**src/rtl/alu_share_arb.sv**
```systemverilog
// alu_share_arb
//   Shares one combinational ALU among NREQ requesters. Operations are
//   granted round-robin in IDLE. The operands are registered onto the ALU
//   lines for one EXEC cycle. The ALU result is then held in RESP until the
//   owning requester accepts it.
//
// Ports
//   clk, rst              rising-edge clock, synchronous active-high reset
//   req_valid/req_ready   per-requester op handshake (ready is one-hot or zero)
//   req_sel/req_a/req_b   packed op code / operands, requester i at [i*W +: W]
//   rsp_valid/rsp_ready   per-requester result handshake (valid one-hot or zero)
//   rsp_data, rsp_id      captured ALU result and the index of its owner
//   alu_sel/alu_a/alu_b   registered drive to the shared ALU
//   alu_out               combinational ALU result
//   busy                  high while an op is in EXEC or RESP
module alu_share_arb #(
  parameter int NREQ  = 2,
  parameter int WIDTH = 32,
  parameter int SELW  = 3
) (
  input  logic                     clk,
  input  logic                     rst,
  input  logic [NREQ-1:0]          req_valid,
  output logic [NREQ-1:0]          req_ready,
  input  logic [NREQ*SELW-1:0]     req_sel,
  input  logic [NREQ*WIDTH-1:0]    req_a,
  input  logic [NREQ*WIDTH-1:0]    req_b,
  output logic [NREQ-1:0]          rsp_valid,
  input  logic [NREQ-1:0]          rsp_ready,
  output logic [WIDTH-1:0]         rsp_data,
  output logic [$clog2(NREQ)-1:0]  rsp_id,
  output logic [SELW-1:0]          alu_sel,
  output logic [WIDTH-1:0]         alu_a,
  output logic [WIDTH-1:0]         alu_b,
  input  logic [WIDTH-1:0]         alu_out,
  output logic                     busy
);

  localparam int IDW = $clog2(NREQ);
  localparam logic [SELW-1:0] ALU_ADD = '0;

  typedef enum logic [1:0] {S_IDLE, S_EXEC, S_RESP} state_t;

  state_t         state, state_nxt;
  logic [IDW-1:0] last;       // most recent grant; search starts just above it
  logic [IDW-1:0] owner;      // requester whose op is in flight
  logic [IDW-1:0] grant_idx;
  logic           grant_found;
  logic           accept;
  int             cand;

  // Round-robin search: walk (last+1) .. (last+NREQ) modulo NREQ and take
  // the first valid requester.
  // NOTE: every signal written in an always_comb gets a default first, so no
  // path leaves it unassigned and no latch is inferred.
  always_comb begin
    grant_found = 1'b0;
    grant_idx   = '0;
    cand        = 0;
    for (int k = 1; k <= NREQ; k++) begin
      cand = (int'(last) + k) % NREQ;
      if (!grant_found && req_valid[IDW'(cand)]) begin
        grant_found = 1'b1;
        grant_idx   = IDW'(cand);
      end
    end
  end

  // State register.
  // NOTE: sequential state uses non-blocking assignments only, so every
  // flop samples the pre-edge values of its inputs.
  always_ff @(posedge clk) begin
    if (rst) state <= S_IDLE;
    else     state <= state_nxt;
  end

  // Next state and handshake outputs.
  always_comb begin
    state_nxt = state;
    req_ready = '0;
    accept    = 1'b0;
    case (state)
      S_IDLE: begin
        if (grant_found && !rst) begin
          req_ready[grant_idx] = 1'b1;
          accept               = 1'b1;
          state_nxt            = S_EXEC;
        end
      end
      S_EXEC: state_nxt = S_RESP;
      S_RESP: if (rsp_ready[owner]) state_nxt = S_IDLE;
      default: state_nxt = S_IDLE;
    endcase
  end

  assign busy      = (state != S_IDLE);
  assign rsp_valid = (state == S_RESP) ? (NREQ'(1) << owner) : '0;

  // Datapath: the ALU lines change only on an accept. The result is captured
  // at the end of EXEC, which is the one cycle the ALU sees the new operands.
  always_ff @(posedge clk) begin
    if (rst) begin
      last     <= IDW'(NREQ - 1);
      owner    <= '0;
      alu_sel  <= ALU_ADD;
      alu_a    <= '0;
      alu_b    <= '0;
      rsp_data <= '0;
      rsp_id   <= '0;
    end else begin
      if (accept) begin
        alu_sel <= req_sel[grant_idx*SELW +: SELW];
        alu_a   <= req_a[grant_idx*WIDTH +: WIDTH];
        alu_b   <= req_b[grant_idx*WIDTH +: WIDTH];
        owner   <= grant_idx;
        last    <= grant_idx;
      end
      if (state == S_EXEC) begin
        rsp_data <= alu_out;
        rsp_id   <= owner;
      end
    end
  end

endmodule

```
**config.mk**
```make
export PLATFORM = sky130hd
export DESIGN_NAME = alu_share_arb
export DESIGN_NICKNAME = d
export VERILOG_FILES = /design/src/rtl/alu_share_arb.sv
export SDC_FILE = /design/constraint.sdc
export NUM_CORES = 1
export LEC_CHECK = 0
export CAP_MARGIN = 20
export CORE_AREA = 5 5 115 117
export DETAILED_ROUTE_END_ITERATION = 16
export DIE_AREA = 0 0 120 122
export PLACE_DENSITY_LB_ADDON = 0.05
export SLEW_MARGIN = 25
export SYNTH_ARGS = -nofsm -noshare
export SYNTH_HDL_FRONTEND = slang
export SYNTH_SLANG_ARGS = --single-unit
```
**constraint.sdc**
```tcl
create_clock -name clk -period 2.5 [get_ports clk]
set_input_delay 0.75 -clock clk [delete_from_list [all_inputs] [get_ports clk]]
set_output_delay 0.75 -clock clk [all_outputs]
set_load 0.1 [all_outputs]
```
==> impl_metrics.json, run 1 <==
{
  "placed_cells": 853,
  "wl_per_cell_um": 15.8,
  "seqCellArea_um2": 2090,
  "path_max_fanout": 3,
  "hold_slack_ps": 455,
  "fin_crit_sh": 0.953,
  "hp-class": "reg -> reg",
  "async_flop_share": 0,
  "slew_headroom": 0.473,
  "tritoncts": "done",
  "worstSetupPathType": "in -> out",
  "hold_viol": 0,
  "via_per_inst": 4.77,
  "antenna_cells": 0,
  "die-width_um": 120,
  "ys_types": 21,
  "critPathLaunch": "req_valid[0]",
  "worst_slew_pin_slew_ps": 791,
  "io_pins": 277,
  "syn_area_um2": 4260,
  "grt_pass1_vias": 4164,
  "r2r_start": "state[1]$_SDFFE_PP0P_",
  "dr_total_vias": 4153,
  "antenna_found_initial": 0,
  "max_cap_viol_count": 0,
  "synth_ff_type": "dfxtp_1",
  "die_area_um2": 14600,
  "synth_nets": 634,
  "grt_first_pass_wirelength_mm": 21.3,
  "cts_hold_buf": 0,
  "cts_htree_levels": 3,
  "num_rows": 41,
  "seq_area_frac_synth": 0.489,
  "cts.sinks": 104,
  "drt_iter0_markers": 173,
  "slew_violations": 0,
  "finClkSkew_ps": 10.1,
  "multiInputGateArea_um2": 1970,
  "hp-start": "rsp_data[6]$_SDFFE_PP0N_",
  "finalNetCount": 887,
  "fin_cells": 870,
  "clk_pin_slew_ps": 70,
  "synth_edf_count": 0,
  "drt-total-wl_mm": 13.8,
  "ir_worst_vdd_uv": 306,
  "io_buffer_count": 275,
  "gp_congestion": 0.746,
  "start_kind": "input pin",
  "cts_buffer_depth": 2,
  "dp_hpwl_mm": 10.5,
  "ys_ff_latch": 104,
  "dr.pass1.iters": 4,
  "cts_buffers": 9,
  "ant_nets": 0,
  "final.fill_count": 1088,
  "drc_errors": 0,
  "setup_viol": 0,
  "required_ps": 1750,
  "yosys_warnings": 0,
  "overflow": 0,
  "place_area_um2": 6880,
  "clk_latency_ps": 340,
  "rsz0062_at_grt": "false",
  "cp-end-kind": "primary output",
  "cp.arrival_ps": 1630,
  "fin_area_um2": 7260,
  "clock.fmax_mhz": 420,
  "syn2layout_area_growth_pct": 70.6,
  "core_um2": 12300,
  "status": "finished, final reports clean",
  "synth_area_per_cell_um2": 9.21,
  "grt_max_degree": 104,
  "drive_gt1_frac": 0.192,
  "clockRootBuffer": "clkbuf_16",
  "synthCells": 462,
  "min_period_ps": 2380,
  "fp.dieH_um": 122,
  "start_util": 0.347,
  "p_per_area_nw_per_um2": 708,
  "grt_use_total": 0.182,
  "final_util": 0.592,
  "p_leak_uw": 0.00323
}
critical path, cell delays in order:
cell	delay, ps
dlygate4sd2_1	200
nor4b_4	260
nor2b_4	230
buf_12	180
cell families (layout without fill, tap and decap cells):
| family | after synthesis | count (layout) | synth area share |
|---|---|---|---|
| AND/OR/NAND/NOR | 145 | 145 | 0.139 |
| multiplexers | 68 | 68 | 0.160 |
| buffers and inverters | 43 | 301 | 0.0520 |
| AO/OA/AOI/OAI | 102 | 102 | 0.160 |
| flip-flops | 104 | 104 | 0.489 |
cells in the mapped netlist, types with 2 or more instances:
| library cell | n | area, um2 |
|---|---|---|
| buf_2 | 21 | 105 |
| buf_6 | 4 | 45.0 |
| a21oi_1 | 34 | 170 |
| buf_1 | 5 | 18.8 |
| dfxtp_1 | 104 | 2080 |
| a211oi_1 | 67 | 503 |
| mux2i_1 | 68 | 681 |
| nand2_1 | 66 | 248 |
| clkbuf_1 | 12 | 45.0 |
| nor2_1 | 69 | 259 |
| nor2b_1 | 2 | 12.5 |
metal layers:
layer  share of wire  GRT usage  vias up
met2            0.51      0.323      153
met5               0          0        -
met3           0.080     0.0585       13
met1            0.40      0.209     1862
li1                -          -     2125
met4           0.013     0.0573        0
stage by stage:
step	total power [uW]	worst slack [ps]	TNS [ps]
after floorplan	2980	-636	-724
after global placement	3500	-189	-346
after detailed placement	3520	-199	-358
after CTS	5200	81.7	0
after global routing	5350	17.0	0
final	5140	117	0
cell usage in the layout, fill, tap and decap left out, drive strengths merged, types with 2 or more instances in the layout:
master / n
a21oi: 34
mux2i: 68
bufinv: 3
a211oi: 67
dfxtp: 104
buf: 116
clkdlybuf4s50: 168
nand2: 66
clkbuf: 12
nor2: 69
nor2b: 2
registers in the layout (all words and copies together) (netlist names):
signal and count:
alu_sel 3, rsp_data 32, alu_b 32, rsp_id 1
alu_a 32, owner 1, last 1, state 2
power by group:
part,internal [uW],switching [uW],total [uW]
Clock,1070,602,1670
Sequential,1770,61.2,1830
Combinational,535,1110,1640
Total,3370,1770,5140
repair_timing:
| action | CTS | global route |
|---|---|---|
| setup endpoints to repair | 2 | 1 |
| resized for setup | 3 | 0 |
| setup buffers | 0 | 1 |
cell type report:
cell class / instances / area share
timing repair buffer: 285 / 0.365
sequential: 104 / 0.287
multi-input combinational: 315 / 0.271
clock buffer: 12 / 0.0369
tap: 150 / 0.0258
clock inverter: 4 / 0.0134
final timing paths:
path	slack [ps]	depth (start not counted)	end
setup / recovery	120	4	req_ready[1]
hold / removal	460	2	rsp_data[6]$_SDFFE_PP0N_
setup reg to reg	710	6	alu_a[1]$_SDFFE_PP0P_
hold reg to reg	460	2	rsp_data[6]$_SDFFE_PP0N_
Power figures use the tool's default switching activity.
==> run 2, diff against run 1 <==
--- a/config.mk
+++ b/config.mk
@@ -5,12 +5,11 @@
 export SDC_FILE = /design/constraint.sdc
 export NUM_CORES = 1
 export LEC_CHECK = 0
-export CAP_MARGIN = 20
+export CAP_MARGIN = 30
 export CORE_AREA = 5 5 115 117
 export DETAILED_ROUTE_END_ITERATION = 16
 export DIE_AREA = 0 0 120 122
 export PLACE_DENSITY_LB_ADDON = 0.05
-export SLEW_MARGIN = 25
 export SYNTH_ARGS = -nofsm -noshare
 export SYNTH_HDL_FRONTEND = slang
 export SYNTH_SLANG_ARGS = --single-unit
==> run 2 against run 1 <==
Compared with the run above: clock skew is 3.4 ps lower; total power is 0.22% higher; global-route usage is 0.18 points higher; critical path depth stayed put; worst hold slack better by 1.8 ps; maximum frequency is 1.5% lower; core utilization is 0.12 points higher; critical path type unchanged; critical endpoint unchanged; highest routed layer unchanged.
==> impl_metrics.json, run 2 (synthesis results as in run 1) <==
{
  "status": "finished, final reports clean",
  "start_util": 0.347,
  "start_kind": "input pin",
  "final_common_cell": "clkdlybuf4s50_1",
  "cts.sinks": 104,
  "dp_hpwl_mm": 10.7,
  "highest_layer": "met4",
  "switchingPower_uw": 1770,
  "fp.dieH_um": 122,
  "via_per_inst": 4.79,
  "sw_frac_of_total": 0.344,
  "hold_slack_ps": 457,
  "seqPwrFrac": 0.355,
  "grt_pass1_vias": 4189,
  "fin_crit_sh": 0.968,
  "worst_slew_pin_slew_ps": 663,
  "grt_max_degree": 104,
  "crit_family": "simple AND/OR/NAND/NOR gates",
  "grt_use_total": 0.184,
  "gp_congestion": 0.746,
  "grt_first_pass_wirelength_mm": 21.5,
  "clockPowerShare": 0.326,
  "die_area_um2": 14600,
  "io_pins": 277,
  "tritoncts": "done",
  "met3WireLength_mm": 1.24,
  "ir_worst_vdd_uv": 300,
  "wl_per_cell_um": 15.9,
  "finalNetCount": 888,
  "p_per_area_nw_per_um2": 708,
  "min_period_ps": 2420,
  "clock.fmax_mhz": 413,
  "worstSetupPathType": "in -> out",
  "p_leak_uw": 0.00324,
  "ant_nets": 0,
  "clk_latency_ps": 340,
  "slew_violations": 0,
  "max_cap_viol_count": 0,
  "cp-end-kind": "primary output",
  "slowest_stage": "nor4b_4",
  "die-width_um": 120,
  "p_int_uw": 3380,
  "overflow": 0,
  "critPathMaxStageDelay_ps": 290,
  "antenna_cells": 0,
  "antenna_found_initial": 0,
  "hp-class": "reg -> reg",
  "slew_headroom": 0.558,
  "cts_buffers": 9,
  "cts_htree_levels": 3,
  "drive_gt1_frac": 0.193,
  "hold_viol": 0,
  "final.fill_count": 1100,
  "drc_errors": 0,
  "path_cells": "dlygate4sd2_1 -> nor4b_4 -> nor2b_4 -> buf_12",
  "setup_viol": 0,
  "clk_pin_slew_ps": 70,
  "required_ps": 1750,
  "syn2layout_area_growth_pct": 71.0,
  "finClkSkew_ps": 6.68,
  "path_max_fanout": 3,
  "drt_iter0_markers": 168,
  "mostFrequentLayoutCells": "168 x clkdlybuf4s50_1, 109 x buf_4, 103 x dfxtp_1",
  "p_total_uw": 5150,
  "drt-total-wl_mm": 13.8,
  "num_rows": 41,
  "cts_hold_buf": 0,
  "io_buffer_count": 275,
  "pwr-share-comb": 0.320,
  "drt-met1-wl_mm": 5.39,
  "wl_met2_mm": 6.94,
  "dr_total_vias": 4169,
  "core_um2": 12300,
  "place_area_um2": 6910,
  "dr.pass1.iters": 4,
  "clockRootBuffer": "clkbuf_16",
  "reg.largest.list": "alu_a: 32 flops, alu_b: 32 flops, rsp_data: 32 flops",
  "cp.arrival_ps": 1670,
  "fin_area_um2": 7280,
  "cts_buffer_depth": 2,
  "cp_num_buf_inv": 2
}
==> run 2: worst paths after layout <==
| check | start | endpoint | slack (ps) | depth (start not counted) |
|---|---|---|---|---|
| worst max-delay path | req_valid[0] | req_ready[1] | 80 | 4 |
| worst min-delay path | rsp_data[12]$_SDFFE_PP0N_ | rsp_data[12]$_SDFFE_PP0N_ | 460 | 2 |
| worst max register to register | state[1]$_SDFFE_PP0P_ | alu_sel[2]$_SDFFE_PP0P_ | 640 | 6 |
| worst min register to register | rsp_data[12]$_SDFFE_PP0N_ | rsp_data[12]$_SDFFE_PP0N_ | 460 | 2 |
==> run 2: worst min-delay path, delay by kind of cell, from the launching register on <==
| kind | cells | cell delay (ps) |
|---|---|---|
| AO/OA/AOI/OAI | 1 | 50 |
| flip-flops | 1 | 310 |
| AND/OR/NAND/NOR | 1 | 50 |
==> run 2: power groups by stage <==
| stage | clock network [uW] | registers [uW] | logic [uW] |
|---|---|---|---|
| after CTS | 1730 | 1830 | 1660 |
| after global placement | 0 | 1860 | 1640 |
| after detailed placement | 0 | 1870 | 1660 |
| after floorplan | 0 | 2610 | 368 |
| after global routing | 1790 | 1840 | 1730 |
| final | 1680 | 1830 | 1650 |
==> run 2: per-layer routing <==
| metal | track usage | vias up |
|---|---|---|
| met2 | 0.318 | 164 |
| met4 | 0.0744 | 0 |
| met3 | 0.0641 | 20 |
| met5 | 0 | - |
| li1 | - | 2125 |
| met1 | 0.208 | 1860 |
==> run 2: final cells by class <==
class / instances / area [um2] / share of cell area
tap: 150 / 188 / 0.0258
sequential: 104 / 2090 / 0.287
timing repair buffer: 286 / 2680 / 0.368
multi-input combinational: 315 / 1970 / 0.271
clock inverter: 6 / 131 / 0.0181
clock buffer: 9 / 225 / 0.0310
==> run 2: through the flow <==
step                      setup slack (ps)  TNS [ps]  utilization  instances
after floorplan                       -636      -724            -        462
after global placement                -189      -346        0.561        853
after detailed placement              -227      -413        0.563        854
after CTS                             31.6         0        0.593        869
after global routing                -0.927    -0.927        0.593        870
final                                 80.5         0        0.593        870
==> run 2: repair_timing <==
action / in CTS / in global routing
endpoints found under the hold margin: 0 / 0
gates resized for setup: 3 / 0
setup buffers: 0 / 1
setup endpoints to repair: 2 / 1
==> run 3, diff against run 2 <==
--- a/config.mk
+++ b/config.mk
@@ -6,10 +6,11 @@
 export NUM_CORES = 1
 export LEC_CHECK = 0
 export CAP_MARGIN = 30
-export CORE_AREA = 5 5 115 117
+export CORE_AREA = 5 5 137 139
 export DETAILED_ROUTE_END_ITERATION = 16
-export DIE_AREA = 0 0 120 122
+export DIE_AREA = 0 0 142 144
 export PLACE_DENSITY_LB_ADDON = 0.05
+export SKIP_CTS_REPAIR_TIMING = 1
 export SYNTH_ARGS = -nofsm -noshare
 export SYNTH_HDL_FRONTEND = slang
 export SYNTH_SLANG_ARGS = --single-unit
==> run 3 against run 2 <==
Compared with the run above: sequential cell count stayed put; clock skew is 1.4 ps higher; global-route usage is 4.7 points lower; setup slack better by 89 ps; largest power group unchanged; highest routed layer unchanged.
==> impl_metrics.json, run 3 (synthesis results as in run 1) <==
{
  "drive_gt1_frac": 0.192,
  "die-width_um": 142,
  "clk_pin_slew_ps": 70,
  "drc_errors": 0,
  "fin_crit_sh": 0.932,
  "min_period_ps": 2330,
  "overflow": 0,
  "path_max_fanout": 4,
  "finClkSkew_ps": 8.04,
  "grt_max_degree": 70,
  "io_pins": 277,
  "p_leak_uw": 0.00321,
  "dp_hpwl_mm": 11.0,
  "tritoncts": "done",
  "mostFrequentLayoutCells": "168 x clkdlybuf4s50_1, 108 x buf_4, 103 x dfxtp_1",
  "cp_num_buf_inv": 2,
  "hold_viol": 0,
  "final.fill_count": 1767,
  "gp_congestion": 0.752,
  "ir_worst_vdd_uv": 302,
  "cts_buffers": 9,
  "place_ws_ps": -195,
  "core_um2": 17500,
  "fp.dieH_um": 144,
  "via_per_inst": 4.33,
  "cp-end-kind": "primary output",
  "required_ps": 1750,
  "antenna_found_initial": 0,
  "start_util": 0.243,
  "clk_latency_ps": 350,
  "cts.sinks": 104,
  "grt_use_total": 0.137,
  "dr_total_vias": 4103,
  "setup_viol": 0,
  "antenna_cells": 0,
  "drt_iter0_markers": 141,
  "cts_buffer_depth": 2,
  "clock.fmax_mhz": 429,
  "cts_htree_levels": 3,
  "die_area_um2": 20400,
  "io_buffer_count": 275,
  "rsz0062_at_grt": "false",
  "worst_slew_pin_slew_ps": 542,
  "drt-total-wl_mm": 14.5,
  "crit_family": "simple AND/OR/NAND/NOR gates",
  "max_cap_viol_count": 0,
  "grt_pass1_vias": 4050,
  "path_cells": "buf_4 -> nor4b_4 -> and2_2 -> buf_12",
  "slew_violations": 0,
  "hp-class": "reg -> reg",
  "status": "finished, final reports clean",
  "fin_ws_ps": 169,
  "critPathMaxStageDelay_ps": 290,
  "dr.pass1.iters": 4,
  "grt_first_pass_wirelength_mm": 21.9,
  "cp.arrival_ps": 1580,
  "slowest_stage": "nor4b_4",
  "slew_headroom": 0.638,
  "num_rows": 49,
  "clockRootBuffer": "clkbuf_16",
  "worstSetupPathType": "in -> out",
  "start_kind": "input pin",
  "final_common_cell": "clkdlybuf4s50_1",
  "syn2layout_area_growth_pct": 71.7,
  "finalNetCount": 887,
  "wl_per_cell_um": 15.3,
  "p_per_area_nw_per_um2": 665,
  "hold_slack_ps": 455,
  "reg.largest.list": "alu_a: 32 flops, alu_b: 32 flops, rsp_data: 32 flops",
  "ant_nets": 0
}
==> run 3: layer usage <==
metal / track usage / share of wire
met1: 0.160 / 0.40
met2: 0.234 / 0.50
met3: 0.0479 / 0.094
met4: 0.0500 / 0.013
met5: 0 / 0
==> run 3: worst paths after layout <==
kind              slack [ps]  cells past startpoint                  endpoint                      from
setup / recovery         170                      4              req_ready[0]                       rst
hold reg to reg          450                      2  rsp_data[6]$_SDFFE_PP0N_  rsp_data[6]$_SDFFE_PP0N_
setup reg to reg         610                      5     alu_b[4]$_SDFFE_PP0P_     state[1]$_SDFFE_PP0P_
hold / removal           450                      2  rsp_data[6]$_SDFFE_PP0N_  rsp_data[6]$_SDFFE_PP0N_
==> run 3: cell type report <==
class | count | area, um2 | area share
Clock inverter | 4 | 27.5 | 0.00377
Tap cell | 229 | 287 | 0.0392
Timing Repair Buffer | 285 | 2670 | 0.366
Multi-Input combinational cell | 315 | 1970 | 0.269
Clock buffer | 11 | 264 | 0.0361
Sequential cell | 104 | 2090 | 0.286
==> run 3: worst reg2reg max path: cells and delay by family (launching register included) <==
| family | cells | cell delay [ps] |
|---|---|---|
| flip-flops | 1 | 380 |
| AND/OR/NAND/NOR | 2 | 520 |
| AO/OA/AOI/OAI | 1 | 230 |
| buffers and inverters | 2 | 670 |
==> run 3: metrics by stage <==
| stage | instances | cell area, um2 | power (uW) | util | TNS [ps] |
|---|---|---|---|---|---|
| 2_1_floorplan | 462 | 4260 | 2980 | - | -724 |
| 4_1_cts | 947 | 7290 | 4940 | 0.416 | -369 |
| 3_3_place_gp | 931 | 6970 | 3510 | 0.398 | -1850 |
| 6_report | 948 | 7300 | 4850 | 0.417 | 0 |
| 3_5_place_dp | 932 | 7000 | 3530 | 0.399 | -2970 |
| 5_1_grt | 948 | 7300 | 5100 | 0.417 | 0 |
==> run 3: power by group <==
part	switching, uW	internal (uW)	leakage [uW]
Clock	623	756	0.000135
Combinational	1110	536	0.00222
Sequential	63.8	1770	0.000853
